===== src/rtl/mcycle_control.sv =====
// Multicycle control sequencer: owns the main state register, walks each
// instruction through fetch / decode / execute / writeback, decodes the
// per-state datapath strobes and counts retired instructions.
module mcycle_control #(
    parameter int CNT_WIDTH = 16
) (
    input  logic                 clk,
    input  logic                 reset,
    input  logic [3:0]           nextstate,
    input  logic                 zero,
    input  logic                 mem_ready,
    output logic [3:0]           state,
    output logic                 memread,
    output logic                 memwrite,
    output logic                 iord,
    output logic                 irwrite,
    output logic                 pcen,
    output logic [1:0]           pcsrc,
    output logic [1:0]           aluphase,
    output logic                 regwrite,
    output logic                 regdst,
    output logic                 memtoreg,
    output logic                 illegal,
    output logic [CNT_WIDTH-1:0] instret
);

    // Shared EXMODE state encodings
    localparam logic [3:0] FETCH1  = 4'd0;
    localparam logic [3:0] FETCH2  = 4'd1;
    localparam logic [3:0] DECODE  = 4'd2;
    localparam logic [3:0] LBRD    = 4'd3;
    localparam logic [3:0] LBWR    = 4'd4;
    localparam logic [3:0] SBWR    = 4'd5;
    localparam logic [3:0] RTYPEEX = 4'd6;
    localparam logic [3:0] RTYPEWR = 4'd7;
    localparam logic [3:0] BEQEX   = 4'd8;
    localparam logic [3:0] JEX     = 4'd9;
    localparam logic [3:0] ADDIEX  = 4'd10;
    localparam logic [3:0] ADDIWR  = 4'd11;

    localparam logic [CNT_WIDTH-1:0] CNT_ONE = CNT_WIDTH'(1);

    logic [3:0] next_state_s;
    logic       retire_s;
    logic       bad_dispatch_s;

    // State register; reset aborts any instruction in flight
    always_ff @(posedge clk or posedge reset) begin
        if (reset) begin
            state <= FETCH1;
        end else begin
            state <= next_state_s;
        end
    end

    // Next-state logic plus retire / bad-dispatch qualifiers for the counter
    always_comb begin
        next_state_s   = FETCH1;
        retire_s       = 1'b0;
        bad_dispatch_s = 1'b0;
        case (state)
            FETCH1:  next_state_s = FETCH2;
            FETCH2: begin
                if (mem_ready) begin
                    next_state_s = DECODE;
                end else begin
                    next_state_s = FETCH2;
                end
            end
            DECODE: begin
                case (nextstate)
                    LBRD, SBWR, RTYPEEX, BEQEX, JEX, ADDIEX: next_state_s = nextstate;
                    default: begin
                        // FETCH1 is the decoder's unknown-opcode marker; any
                        // other non-dispatch code is treated the same way
                        next_state_s   = FETCH1;
                        bad_dispatch_s = 1'b1;
                    end
                endcase
            end
            LBRD: begin
                if (mem_ready) begin
                    next_state_s = LBWR;
                end else begin
                    next_state_s = LBRD;
                end
            end
            LBWR: begin
                next_state_s = FETCH1;
                retire_s     = 1'b1;
            end
            SBWR: begin
                if (mem_ready) begin
                    next_state_s = FETCH1;
                    retire_s     = 1'b1;
                end else begin
                    next_state_s = SBWR;
                end
            end
            RTYPEEX: next_state_s = RTYPEWR;
            RTYPEWR: begin
                next_state_s = FETCH1;
                retire_s     = 1'b1;
            end
            ADDIEX:  next_state_s = ADDIWR;
            ADDIWR: begin
                next_state_s = FETCH1;
                retire_s     = 1'b1;
            end
            BEQEX: begin
                next_state_s = FETCH1;
                retire_s     = 1'b1;
            end
            JEX: begin
                next_state_s = FETCH1;
                retire_s     = 1'b1;
            end
            default: next_state_s = FETCH1;  // unused codes recover to fetch
        endcase
    end

    // Datapath strobes decoded from the current state (plus mem_ready/zero)
    always_comb begin
        memread  = 1'b0;
        memwrite = 1'b0;
        iord     = 1'b0;
        irwrite  = 1'b0;
        pcen     = 1'b0;
        pcsrc    = 2'b00;
        aluphase = 2'b00;
        regwrite = 1'b0;
        regdst   = 1'b0;
        memtoreg = 1'b0;
        case (state)
            FETCH1:  memread = 1'b1;
            FETCH2: begin
                memread = 1'b1;
                if (mem_ready) begin
                    irwrite = 1'b1;
                    pcen    = 1'b1;
                end else begin
                    irwrite = 1'b0;
                    pcen    = 1'b0;
                end
            end
            DECODE:  aluphase = 2'b01;
            LBRD: begin
                aluphase = 2'b10;
                memread  = 1'b1;
                iord     = 1'b1;
            end
            LBWR: begin
                regwrite = 1'b1;
                memtoreg = 1'b1;
            end
            SBWR: begin
                aluphase = 2'b10;
                memwrite = 1'b1;
                iord     = 1'b1;
            end
            RTYPEEX: aluphase = 2'b10;
            RTYPEWR: begin
                regwrite = 1'b1;
                regdst   = 1'b1;
            end
            ADDIEX:  aluphase = 2'b10;
            ADDIWR:  regwrite = 1'b1;
            BEQEX: begin
                aluphase = 2'b10;
                pcsrc    = 2'b01;
                pcen     = zero;
            end
            JEX: begin
                pcen  = 1'b1;
                pcsrc = 2'b10;
            end
            default: memread = 1'b0;
        endcase
    end

    // Retired-instruction counter (wraps) and sticky illegal-dispatch flag
    always_ff @(posedge clk or posedge reset) begin
        if (reset) begin
            instret <= '0;
            illegal <= 1'b0;
        end else begin
            if (retire_s) begin
                instret <= instret + CNT_ONE;
            end else begin
                instret <= instret;
            end
            illegal <= illegal | bad_dispatch_s;
        end
    end

endmodule


===== config.mk =====
export PLATFORM = sky130hd
export DESIGN_NAME = mcycle_control
export DESIGN_NICKNAME = d
export VERILOG_FILES = /design/src/rtl/mcycle_control.sv
export SDC_FILE = /design/constraint.sdc
export NUM_CORES = 1
export LEC_CHECK = 0
export CAP_MARGIN = 20
export CORE_MARGIN = 4
export CORE_UTILIZATION = 42
export CTS_CLUSTER_DIAMETER = 120
export CTS_CLUSTER_SIZE = 10
export DETAILED_ROUTE_END_ITERATION = 7
export PLACE_DENSITY = 0.76
export RECOVER_POWER = 50
export SLEW_MARGIN = 20
export SYNTH_ARGS = -nofsm -noshare
export SYNTH_HDL_FRONTEND = slang
export SYNTH_SLANG_ARGS = --single-unit
export TNS_END_PERCENT = 50

===== constraint.sdc =====
create_clock -name clk -period 1.54 [get_ports clk]
set_input_delay 0.385 -clock clk [delete_from_list [all_inputs] [get_ports clk]]
set_output_delay 0.385 -clock clk [all_outputs]
set_load 0.05 [all_outputs]

==> results of run 1 <==
routing by layer:
metal | wire length [um] | track usage (%) | vias to the layer above | part of all wire, %
li1 | - | - | 656 | -
met1 | 2170 | 28.7 | 763 | 36
met2 | 3090 | 41.5 | 103 | 52
met3 | 405 | 5.80 | 29 | 6.8
met4 | 297 | 11.3 | 0 | 5.0
met5 | 0 | 0 | - | 0
logic make-up (layout without fill, tap and decap cells):
logic type	Yosys count	count (layout)	share of synthesized area [%]
XOR/XNOR	22	22	15.1
adder cells (fa/ha/maj)	1	1	0.945
multiplexers	1	1	0.851
AO/OA/AOI/OAI	23	23	11.2
flip-flops	21	21	39.7
buffers and inverters	14	97	5.76
AND/OR/NAND/NOR	56	56	26.4
through the flow:
step	setup WS (ps)	std cells
final	-429	265
after global routing	-478	265
after CTS	-371	260
after floorplan	-495	138
after detailed placement	-503	247
after global placement	-460	247
cells in the mapped netlist (all sizes together), types with 2 or more instances:
cell type and instances:
and2 3, o21ai 7, nor2 5, buf 5, nand2 6, dfrtp 21
a21oi 6, nor3 6, xor2 2, clkbuf 8, and3 3, nand3 7
a211oi 2, and4 2, xnor2 20, nor4b 2, nand4 9, nand2b 6
nor3b 3
path summary, 6_finish.rpt:
kind,slack [ps],start,cells past startpoint,end
max in group asynchronous,530,reset,3,state[3]
min reg2reg,550,instret[15],1,instret[15]
min,550,instret[15],1,instret[15]
max,-430,state[2],5,aluphase[1]
min in group asynchronous,640,reset,3,instret[8]
max reg2reg,-340,state[1],6,instret[1]
registers in the layout (all words and copies together), names as in the netlist:
signal / cells
instret: 16
state: 4
illegal: 1
timing repair:
item	in CTS	in global routing
gates resized for setup	25	15
gates cloned	0	1
setup buffers	9	5
pin swaps	6	9
endpoints found under the setup margin	30	33
worst max-delay path, delay by kind of cell, from the launching register on:
family | cells | cell delay, ps
AOI/OAI and AO/OA | 2 | 390
buffers and inverters | 2 | 320
DFF | 1 | 490
and+or+nand+nor | 1 | 70
power groups by stage:
stage / combinational (uW) / sequential, uW / clock [uW]
2_1_floorplan: 1480 / 1140 / 0
3_3_place_gp: 3000 / 856 / 0
3_5_place_dp: 3080 / 868 / 0
4_1_cts: 3410 / 846 / 259
5_1_grt: 3970 / 883 / 286
6_report: 3850 / 870 / 259
final cells by class:
class | count | area [um^2]
clock buffers | 4 | 26.3
fillers | 101 | 239
inverters | 1 | 3.75
multi-input cells | 103 | 955
flip-flops and latches | 21 | 531
well taps | 44 | 55.1
repair buffers | 92 | 1220
==> results.md, run 1 <==
- Status: finished, violations left
- Failing checks: negative setup slack
- GRT Overall Usage: 24.4%
- Seq/Total Area, Yosys: 39.7%
- Worst min-delay path category: reg2reg
- # setup viols final: 34
- Maximum VDD drop: 1650 uV
- Commonest non-fill, non-tap cells in the layout: buf_12 (35), buf_4 (32), xnor2_1 (17), dfrtp_1 (17), buf_6 (16)
- Syn avg cell area: 9.59 um^2
- Comb power frac: 77.3%
- Sequential cell fraction of total power: 17.5%
- Crit end category: output port
- Vias in the first global route: 1570
- H-tree Lvls: 1
- Tcrit/Tclk final: 128%
- Clock share of power: 5.2%
- Top Ports: 41
- Crit path launch type: flip-flop
- Clock tree buffer depth: 2
- Post-synth EDFFs: 0
- Initial cell density of the core: 43.7%
- I/O Buffers: 40
- Most area-hungry cell type in the Yosys netlist: dfrtp_1
- Die footprint: 4110 um^2
- CTS Root Cell: clkbuf_4
- CP max stage delay: 490 ps
- # DRC: 0
- Most common library cell in the layout ignoring fill and taps: buf_12
- Vias: 1551
- Die span in y: 64.1 um
- Max Slew Vio Count: 0
- #FFs+latches synth: 21
- Final Hold Slack: 547 ps
- Unrepaired setup endpoints after global routing: true
- Ys flop type: dfrtp_1
- CTS clk-pin slew, worst paths: 110 ps
- Core Area: 3030 um^2
- Top cell type's share of synthesized area: 39.7%
- Drt total wl: 5.96 mm
- Synth top area cells: dfrtp_1 (40%), xnor2_1 (13%), nand4_1 (3.8%)
- Fmax: 508 MHz
- Mapped Nets: 147
- Sw Share: 46.3%
- Final Skew: 3.83 ps
- Yosys warning total: 0
- Power Dens Cells: 1780 nW/um^2
- Fraction of registers with async set/reset: 100%
- Synth Instances: 138
- DR iter-0 viols: 149
- Vias per cell: 5.85
- Largest net degree at the start of global routing: 22
- Clock Sinks: 21
- First-pass GRT wire length: 7.81 mm
- Placed inst area: 2490 um^2
- Remaining Overflow, GRT: 0
- Avg WL per Cell: 22.5 um
- Layout area overhead: 111%
- Post-DP HPWL: 3.15 mm
- Psw: 2300 uW
- TritonCTS clock tree: done
- DRT Pass-1 Iters: 4
- Tot Pwr: 4980 uW
- Clk Latency, worst-skew pair: 300 ps
- Critical path required time: 1150 ps
- LEAKAGE: 0.00116 uW
- Layout cell share with drive strength beyond 1: 56.1%
- Synth Cell Area: 1320 um^2
- Yosys cell types: 39
- Routed Antenna Nets: 0
- Shortest period the worst path allows: 1970 ps
- Final Util: 92.1%
- Worst Max-Slew Pin Slew: 510 ps
- CTS Buf Count: 3
- TNS Setup: -9180 ps
- Max transition margin: 66.0%
- Antenna diodes: 0
- Layout Nets: 231
- Max_cap viols: 0
- Die width: 64.1 um
- Initial antenna violation count: 0
- Crit Path Category: reg2out
- Critical path arrival: 1580 ps
- # hold bufs at CTS: 0
- PnR worst setup slack: -429 ps
- Final hold violation count: 0
- Critical-path top delay cell: dfrtp_2
- # rows: 20
- CP Max Fanout: 6
- Finished Cell Area: 2790 um^2
- Gpl congestion: 0.805
- CP Cell Sequence: buf_6 > nand2b_1 > a311o_1 > o21ai_4 > buf_12
- Pint: 2670 uW
Note: power is estimated with default switching activity, not from simulation.
==> inputs of run 2 (changes only) <==
Settings changed: SLEW_MARGIN 20 to 5, TNS_END_PERCENT 50 to unset.
==> run 2 against run 1 <==
First-iteration DRC count fell by 36%; non-clock buffer count rose by 4; cell count rose by 1.5%; global-route usage fell by 1.7 points; final area rose by 3.8%; critical endpoint is now pcen; power rose by 0.82%; count of clock-buffer cells in the layout fell by 1; the flow still finishes with violations (negative setup slack); die area did not move.
==> results.md, run 2 (synthesized netlist as in run 1, its figures left out) <==
- Status: finished, violations left
- Failing checks: negative setup slack
- Power Dens Cells: 1730 nW/um^2
- Worst Max-Slew Pin Slew: 638 ps
- Register area: 532 um^2
- Initial antenna violation count: 0
- Maximum VDD drop: 1770 uV
- Clock Sinks: 21
- Commonest non-fill, non-tap cells in the layout: buf_4 (38), buf_12 (32), dfrtp_1 (16), xnor2_1 (14), buf_6 (14)
- TritonCTS clock tree: done
- Top Ports: 41
- Die footprint: 4110 um^2
- Max_cap viols: 0
- Remaining Overflow, GRT: 0
- Largest net degree at the start of global routing: 22
- Antenna diodes: 0
- DRT Pass-1 Iters: 4
- Critical path required time: 1150 ps
- Vias in the first global route: 1516
- Multi-input logic area: 1040 um^2
- Final hold violation count: 0
- Core Area: 3030 um^2
- Worst min-delay path category: reg2reg
- I/O Buffers: 40
- Post-DP HPWL: 3.06 mm
- Tcrit/Tclk final: 129%
- # rows: 20
- Die span in y: 64.1 um
- Layout cell share with drive strength beyond 1: 61.8%
- Fillers: 67
- Most flops, register: instret
- Crit end category: output port
- Final Skew: 3.17 ps
- H-tree Lvls: 1
- Final Hold Slack: 549 ps
- Crit Path Category: in2out
- Max Slew Vio Count: 0
- Avg WL per Cell: 22.4 um
- # setup viols final: 32
- Fmax: 503 MHz
- Shortest period the worst path allows: 1990 ps
- Clk Latency, worst-skew pair: 330 ps
- Most common library cell in the layout ignoring fill and taps: buf_4
- Critical path arrival: 1600 ps
- # DRC: 0
- CTS clk-pin slew, worst paths: 120 ps
- CTS Buf Count: 3
- Routed Antenna Nets: 0
- CP Max Fanout: 3
- PnR worst setup slack: -449 ps
- Top flop regs: instret: 16 flops, state: 4 flops, illegal: 1 flops
- Vias per cell: 5.76
- Max transition margin: 57.5%
- DR iter-0 viols: 95
- Crit path launch type: input pin
- Drt total wl: 6.02 mm
- Layout Nets: 235
- Clock tree buffer depth: 2
- TNS Setup: -8600 ps
- First-pass GRT wire length: 7.45 mm
- Gpl congestion: 0.844
- CTS Root Cell: clkbuf_4
- Max reg flops: 16
- Initial cell density of the core: 43.7%
- GRT Overall Usage: 22.7%
- Layout area overhead: 119%
- Die width: 64.1 um
- Unrepaired setup endpoints after global routing: true
- Vias: 1550
- LEAKAGE: 0.00121 uW
## run 2: changes by cell type in the layout (fill, tap and decap cells not counted), sizes merged
cell,change
buf,+4
clkbuf,-1
clkdlybuf4s50,+2
clkinvlp,+1
dlygate4sd2,-2
## run 2: stage by stage
stage / util, % / instance area [um^2] / power, uW / setup WS [ps] / cells
5_1_grt: 95.6 / 2890 / 5180 / -507 / 269
3_5_place_dp: 82.4 / 2490 / 3910 / -483 / 244
3_3_place_gp: 82.4 / 2490 / 3830 / -476 / 244
4_1_cts: 88.6 / 2680 / 4530 / -393 / 258
6_report: 95.6 / 2890 / 5020 / -449 / 269
2_1_floorplan: - / 1580 / 2660 / -495 / 138
## run 2: repair_timing
item,4_1_cts,5_1_grt
cloned,1,0
setup endpoints to repair,30,33
buffers inserted,9,14
hold buffers,0,0
gates resized for setup,14,33
pin swaps,8,21
## run 2: worst paths after layout
check	from	to	slack (ps)	depth (start not counted)
min in group asynchronous	reset	instret[5]	650	3
max reg2reg	state[2]	instret[10]	-300	8
max in group asynchronous	reset	state[1]	490	3
min	instret[15]	instret[15]	550	1
max	mem_ready	pcen	-450	4
min reg2reg	instret[15]	instret[15]	550	1
## run 2: layer usage
metal / share of wire (%) / global-route usage, %
met1: 37 / 28.1
met2: 54 / 41.2
met3: 5.9 / 4.04
met4: 3.0 / 4.49
met5: 0 / 0
## run 2: area by class of cell
class,instances,area share [%]
Timing Repair Buffer,96,42.5
Multi-Input combinational cell,103,36.1
Sequential cell,21,18.4
Tap cell,44,1.90
Clock buffer,3,0.778
Clock inverter,1,0.259
Inverter,1,0.130
## run 2: critical path: stages
cell and delay (ps):
clkdlybuf4s50_1 590, o21ai_1 170, a211oi_4 280, buf_12 170
## run 2: report_power, final
part	total (uW)	internal [uW]	leakage (uW)	switching (uW)
combinational	3840	1890	0.000922	1950
sequential	886	665	0.000270	221
clock	297	99.9	0.0000139	197
